### config.mk
export PLATFORM = sky130hd
export DESIGN_NAME = abs_seq
export DESIGN_NICKNAME = d
export VERILOG_FILES = /design/src/rtl/abs_seq_pkg.sv /design/src/rtl/IsNeg.sv /design/src/rtl/serial_inc_bit.sv /design/src/rtl/abs_seq.sv
export SDC_FILE = /design/constraint.sdc
export NUM_CORES = 1
export LEC_CHECK = 0
export CAP_MARGIN = 20
export CORE_AREA = 2 2 73 75
export DETAILED_ROUTE_END_ITERATION = 10
export DIE_AREA = 0 0 75 77
export HOLD_SLACK_MARGIN = 0.1
export PLACE_DENSITY = 0.79
export SETUP_SLACK_MARGIN = 0.3
export SYNTH_ARGS = -nofsm -noshare
export SYNTH_HDL_FRONTEND = slang
export SYNTH_SLANG_ARGS = --single-unit
### constraint.sdc
create_clock -name clk -period 3.6 [get_ports clk]
set_input_delay 1.08 -clock clk [delete_from_list [all_inputs] [get_ports clk]]
set_output_delay 1.08 -clock clk [all_outputs]
set_load 0.02 [all_outputs]
### src/rtl/abs_seq_pkg.sv
// Shared constants and state encoding for the serial absolute-value block.
package abs_seq_pkg;

  localparam int unsigned WIDTH_DEFAULT = 16;
  localparam int unsigned CNT_W_DEFAULT = 4;

  typedef enum logic [1:0] {
    ST_IDLE   = 2'd0,
    ST_CHECK  = 2'd1,
    ST_NEGATE = 2'd2,
    ST_DONE   = 2'd3
  } state_e;

endpackage : abs_seq_pkg

### src/rtl/IsNeg.sv
// Sign test gate: flags a two's-complement operand whose MSB is set.
module IsNeg #(
  parameter int unsigned WIDTH = 16
) (
  input  logic [WIDTH-1:0] value,
  output logic             neg_c
);

  assign neg_c = value[WIDTH-1];

endmodule : IsNeg

### src/rtl/serial_inc_bit.sv
// One-bit half-adder cell used to ripple the +1 of a negation one bit per cycle.
module serial_inc_bit (
  input  logic bit_in,
  input  logic carry_in,
  output logic sum_c,
  output logic carry_c
);

  assign sum_c   = bit_in ^ carry_in;
  assign carry_c = bit_in & carry_in;

endmodule : serial_inc_bit

### src/rtl/abs_seq.sv
// Serial absolute value: invert then ripple +1 one bit per cycle, LSB first.
module abs_seq
  import abs_seq_pkg::*;
#(
  parameter int unsigned WIDTH = WIDTH_DEFAULT,
  parameter int unsigned CNT_W = CNT_W_DEFAULT
) (
  input  logic             clk,
  input  logic             rst,
  input  logic             in_valid,
  output logic             in_ready,
  input  logic [WIDTH-1:0] in_data,
  output logic             out_valid,
  input  logic             out_ready,
  output logic [WIDTH-1:0] out_data,
  output logic             out_neg,
  output logic             out_ovf
);

  localparam logic [CNT_W-1:0] LAST_BIT = CNT_W'(WIDTH - 1);

  state_e           state_q, state_d;
  logic [WIDTH-1:0] data_q, data_d;
  logic             carry_q, carry_d;
  logic [CNT_W-1:0] cnt_q, cnt_d;
  logic             neg_q, neg_d;

  logic             in_ready_q, in_ready_d;
  logic             out_valid_q, out_valid_d;
  logic [WIDTH-1:0] out_data_q, out_data_d;
  logic             out_neg_q, out_neg_d;
  logic             out_ovf_q, out_ovf_d;

  logic             accept_c;
  logic             is_neg_c;
  logic             sum_c;
  logic             carry_out_c;
  logic             done_next_c;

  assign accept_c = in_valid && in_ready_q;

  IsNeg #(
    .WIDTH (WIDTH)
  ) u_is_neg (
    .value (data_q),
    .neg_c (is_neg_c)
  );

  serial_inc_bit u_inc_bit (
    .bit_in   (data_q[cnt_q]),
    .carry_in (carry_q),
    .sum_c    (sum_c),
    .carry_c  (carry_out_c)
  );

  // Next-state, datapath and registered-output computation.
  always_comb begin
    state_d = state_q;
    data_d  = data_q;
    carry_d = carry_q;
    cnt_d   = cnt_q;
    neg_d   = neg_q;

    unique case (state_q)
      ST_IDLE: begin
        if (accept_c) begin
          data_d  = in_data;
          carry_d = 1'b0;
          cnt_d   = '0;
          neg_d   = 1'b0;
          state_d = ST_CHECK;
        end
      end
      ST_CHECK: begin
        if (is_neg_c) begin
          data_d  = ~data_q;
          carry_d = 1'b1;
          cnt_d   = '0;
          neg_d   = 1'b1;
          state_d = ST_NEGATE;
        end else begin
          neg_d   = 1'b0;
          state_d = ST_DONE;
        end
      end
      ST_NEGATE: begin
        data_d[cnt_q] = sum_c;
        carry_d       = carry_out_c;
        cnt_d         = cnt_q + CNT_W'(1);
        if (cnt_q == LAST_BIT) begin
          state_d = ST_DONE;
        end
      end
      ST_DONE: begin
        if (out_ready) begin
          data_d  = '0;
          carry_d = 1'b0;
          cnt_d   = '0;
          neg_d   = 1'b0;
          state_d = ST_IDLE;
        end
      end
      default: begin
        state_d = ST_IDLE;
      end
    endcase

    done_next_c = (state_d == ST_DONE);
    in_ready_d  = (state_d == ST_IDLE);
    out_valid_d = done_next_c;
    out_data_d  = done_next_c ? data_d : '0;
    out_neg_d   = done_next_c && neg_d;
    out_ovf_d   = out_neg_d && data_d[WIDTH-1];
  end

  // State and output registers with synchronous reset.
  always_ff @(posedge clk) begin
    if (rst) begin
      state_q     <= ST_IDLE;
      data_q      <= '0;
      carry_q     <= 1'b0;
      cnt_q       <= '0;
      neg_q       <= 1'b0;
      in_ready_q  <= 1'b1;
      out_valid_q <= 1'b0;
      out_data_q  <= '0;
      out_neg_q   <= 1'b0;
      out_ovf_q   <= 1'b0;
    end else begin
      state_q     <= state_d;
      data_q      <= data_d;
      carry_q     <= carry_d;
      cnt_q       <= cnt_d;
      neg_q       <= neg_d;
      in_ready_q  <= in_ready_d;
      out_valid_q <= out_valid_d;
      out_data_q  <= out_data_d;
      out_neg_q   <= out_neg_d;
      out_ovf_q   <= out_ovf_d;
    end
  end

  assign in_ready  = in_ready_q;
  assign out_valid = out_valid_q;
  assign out_data  = out_data_q;
  assign out_neg   = out_neg_q;
  assign out_ovf   = out_ovf_q;

endmodule : abs_seq

==> impl_metrics.csv <==
group,metric,value,unit
run_status,outcome,"finished, final reports clean",
logic_synthesis,synthCells,318,
global_routing,grt_pass1_vias,2290,
sta,final_max_slew_viol_count,0,
critical_path,path_max_fanout,15,
floorplan,coreArea,4980,sq um
clock_network,clockBufferDepth,2,
power_and_ir_drop,p_leak,1.23,nW
place,dp_hpwl,4270,um
logic_synthesis,yosysUniqueCellTypes,43,
cells_and_area,final_cell_mix,"dfxtp_1 (44), clkdlybuf4s50_1 (39), a21oi_1 (38), nor2_1 (38), nand2_1 (21)",
critical_path,arrival,3.18,ns
critical_path,crit_path_start_kind,"flip-flop",
cells_and_area,syn2layout_area_growth,17.8,%
cells_and_area,num_antenna_cells,0,
place,portBuffers,39,
power_and_ir_drop,power_switching,1.10,mW
sta,fin_crit_sh,83.6,%
route,wire_per_inst,16.3,um
floorplan,die_height,77,um
logic_synthesis,synth_seq_cells,44,
route,wirelength,6670,um
clock_network,cts-root-buf,"clkbuf_8",
global_routing,grt_pass1_wl,11100,um
route,drcViolationCount,0,
clock_network,cts_resized,0,
critical_path,critical-path-top-delay-family,"multiplexers",
clock_network,cts_num_sinks,44,
critical_path,crit_path_top_delay_cell,"dfxtp_1",
logic_synthesis,avgSynthCellArea,8.31,sq um
sta,fin_crit,3.01,ns
power_and_ir_drop,irDropWorstVdd,0.363,mV
floorplan,die_w,75,um
critical_path,path_cells,"mux4_2, nor2b_1, a211oi_1, a21oi_1, ha_1, nand2_1, mux2i_1, o31ai_1, nor2_1",
global_routing,grt_max_degree,35,
global_routing,antenna_found_initial,0,
floorplan,rows,26,
critical_path,cp.required,3.77,ns
global_routing,overflow,0,
route,vias,2433,
route,drtIter0Drc,248,
power_and_ir_drop,cell_internal_pwr,1.31,mW
route,final_antenna_net_count,0,
floorplan,start_util,53.1,%
clock_network,post_cts_buffers,0,
cells_and_area,layout-drive-gt1-share,7.65,%
logic_synthesis,synth_fp_nets,347,
sta,setup-tns-final,0,ns
sta,fmax,0.332,GHz
critical_path,crit_type,"flip-flop to flip-flop",
route,first_pass_iters,5,
sta,setup_viol,0,
clock_network,clock_latency,0.31,ns
critical_path,crit_buf_inv,0,
route,via_per_inst,5.93,
logic_synthesis,ys_warn_count,0,
critical_path,end_kind,"flip-flop",
sta,final_hold_viol_count,0,
logic_synthesis,seq_area_frac_synth,33.3,%
power_and_ir_drop,power,2.41,mW
power_and_ir_drop,p_per_area,774,nW/um^2
critical_path,crit_path_max_incr_delay,0.58,ns
cells_and_area,nNetsFinal,368,
power_and_ir_drop,switching_share,45.5,%
power_and_ir_drop,combPwrFrac,54.7,%
floorplan,io_pins,40,
logic_synthesis,netlist_area,2640,sq um
power_and_ir_drop,clockPowerShare,13.9,%
sta,rsz0062_at_grt,"no",
critical_path,reg2reg_depth,9,
min_path,hold_path_depth,2,
sta,relSlewSlack,37.0,%
power_and_ir_drop,pwr-share-seq,31.4,%
job,cap_viol_max_count,0,
sta,fin_skew,0.00976,ns
clock_network,cts_max_level,2,
cells_and_area,fillCellCount,435,
min_path,min_path_type,"flip-flop to flip-flop",
cells_and_area,layout_commonest_cell,"dfxtp_1",
clock_network,cts-hold-fix-buffers,0,
clock_network,cts_tree,"yes",
sta,tightestPinTransition,0.945,ns
clock_network,clk_pin_slew,0.09,ns
floorplan,dieArea,5780,sq um
place,gp_congestion,0.854,
global_routing,grtUsageTotal,24.7,%
clock_network,cts_buffers,5,
critical_path,worst-path-stages,9,
## state kept, by name, summed over array words and instances, names as in the netlist
signal / flops
neg_q: 1
out_neg: 1
data_q: 16
out_data: 16
cnt_q: 4
state_q: 2
carry_q: 1
out_valid: 1
in_ready: 1
out_ovf: 1
## cells by family after synthesis
| logic type | after synthesis | synth area share, % |
|---|---|---|
| buffers and inverters | 39 | 6.87 |
| adders and majority gates | 9 | 4.26 |
| and+or+nand+nor | 109 | 22.6 |
| DFF | 44 | 33.3 |
| AOI/OAI and AO/OA | 97 | 23.4 |
| muxes | 20 | 9.47 |
## power groups by stage
stage	logic, mW	registers (mW)	clock network, mW
final	1.32	0.758	0.335
after global routing	1.46	0.776	0.358
after CTS	1.31	0.754	0.335
after detailed placement	1.31	0.763	0
after global placement	1.28	0.762	0
after floorplan	0.925	0.811	0
## final timing paths
check             slack, ns           end  startpoint
setup / recovery       0.59  out_data[11]    cnt_q[0]
hold reg to reg        0.48       carry_q     carry_q
hold / removal         0.48       carry_q     carry_q
setup reg to reg       0.59  out_data[11]    cnt_q[0]
## cells in the mapped netlist, drive strengths merged
cell type | n | area share, %
a211oi | 1 | 0.28
a21bo | 2 | 0.76
a21o | 1 | 0.28
a21oi | 38 | 7.2
a221oi | 1 | 0.99
a31oi | 16 | 4.0
a32oi | 2 | 0.95
and2 | 1 | 0.24
and3 | 2 | 0.47
and3b | 15 | 5.0
buf | 12 | 3.0
clkbuf | 20 | 2.8
dfxtp | 44 | 33
ha | 9 | 4.3
inv | 7 | 0.99
mux2i | 16 | 6.1
mux4 | 4 | 3.4
nand2 | 21 | 3.0
nand2b | 4 | 1.2
nand3 | 9 | 2.2
nand3b | 9 | 2.6
nand4 | 1 | 0.24
nand4b | 1 | 0.33
nor2 | 38 | 5.4
nor2b | 1 | 0.24
nor3 | 2 | 0.38
nor3b | 4 | 1.1
o21ai | 18 | 3.8
o221ai | 1 | 0.33
o22ai | 1 | 0.24
o31ai | 16 | 4.5
or4 | 1 | 0.28
## worst reg2reg max path: stages (launching register included)
cell      delay (ns)
dfxtp_1         0.58
mux4_2          0.55
nor2b_1         0.14
a211oi_1        0.23
a21oi_1         0.08
ha_1            0.30
nand2_1         0.40
mux2i_1         0.18
o31ai_1         0.35
nor2_1          0.06
## through the flow
stage / cell area [sq um] / hold WS [ns] / setup slack (ns) / cells / util (%)
after floorplan: 2640 / 0.436 / 0.927 / 318 / -
after global placement: 3020 / 0.452 / 0.526 / 402 / 60.6
after detailed placement: 3020 / 0.463 / 0.490 / 402 / 60.6
after CTS: 3110 / 0.474 / 0.601 / 410 / 62.5
after global routing: 3110 / 0.515 / 0.337 / 410 / 62.5
final: 3110 / 0.478 / 0.590 / 410 / 62.5
## final cells by class
cell class | instances | area (sq um) | share of cell area [%]
well taps | 70 | 87.6 | 2.81
inverters | 7 | 26.3 | 0.844
clock inverters | 1 | 7.51 | 0.241
multi-input cells | 235 | 1580 | 50.8
clock buffers | 7 | 86.3 | 2.77
flip-flops and latches | 44 | 881 | 28.3
repair buffers | 46 | 443 | 14.2
## layer usage
layer,global-route usage (%),share of wire [%],up-vias,routed length (um)
met3,4.99,6.5,13,435
met1,34.1,43,1144,2890
met4,9.82,2.0,0,131
li1,-,-,1183,-
met5,0,0,-,0
met2,37.4,48,93,3210
Note: power is estimated with default switching activity, not from simulation.
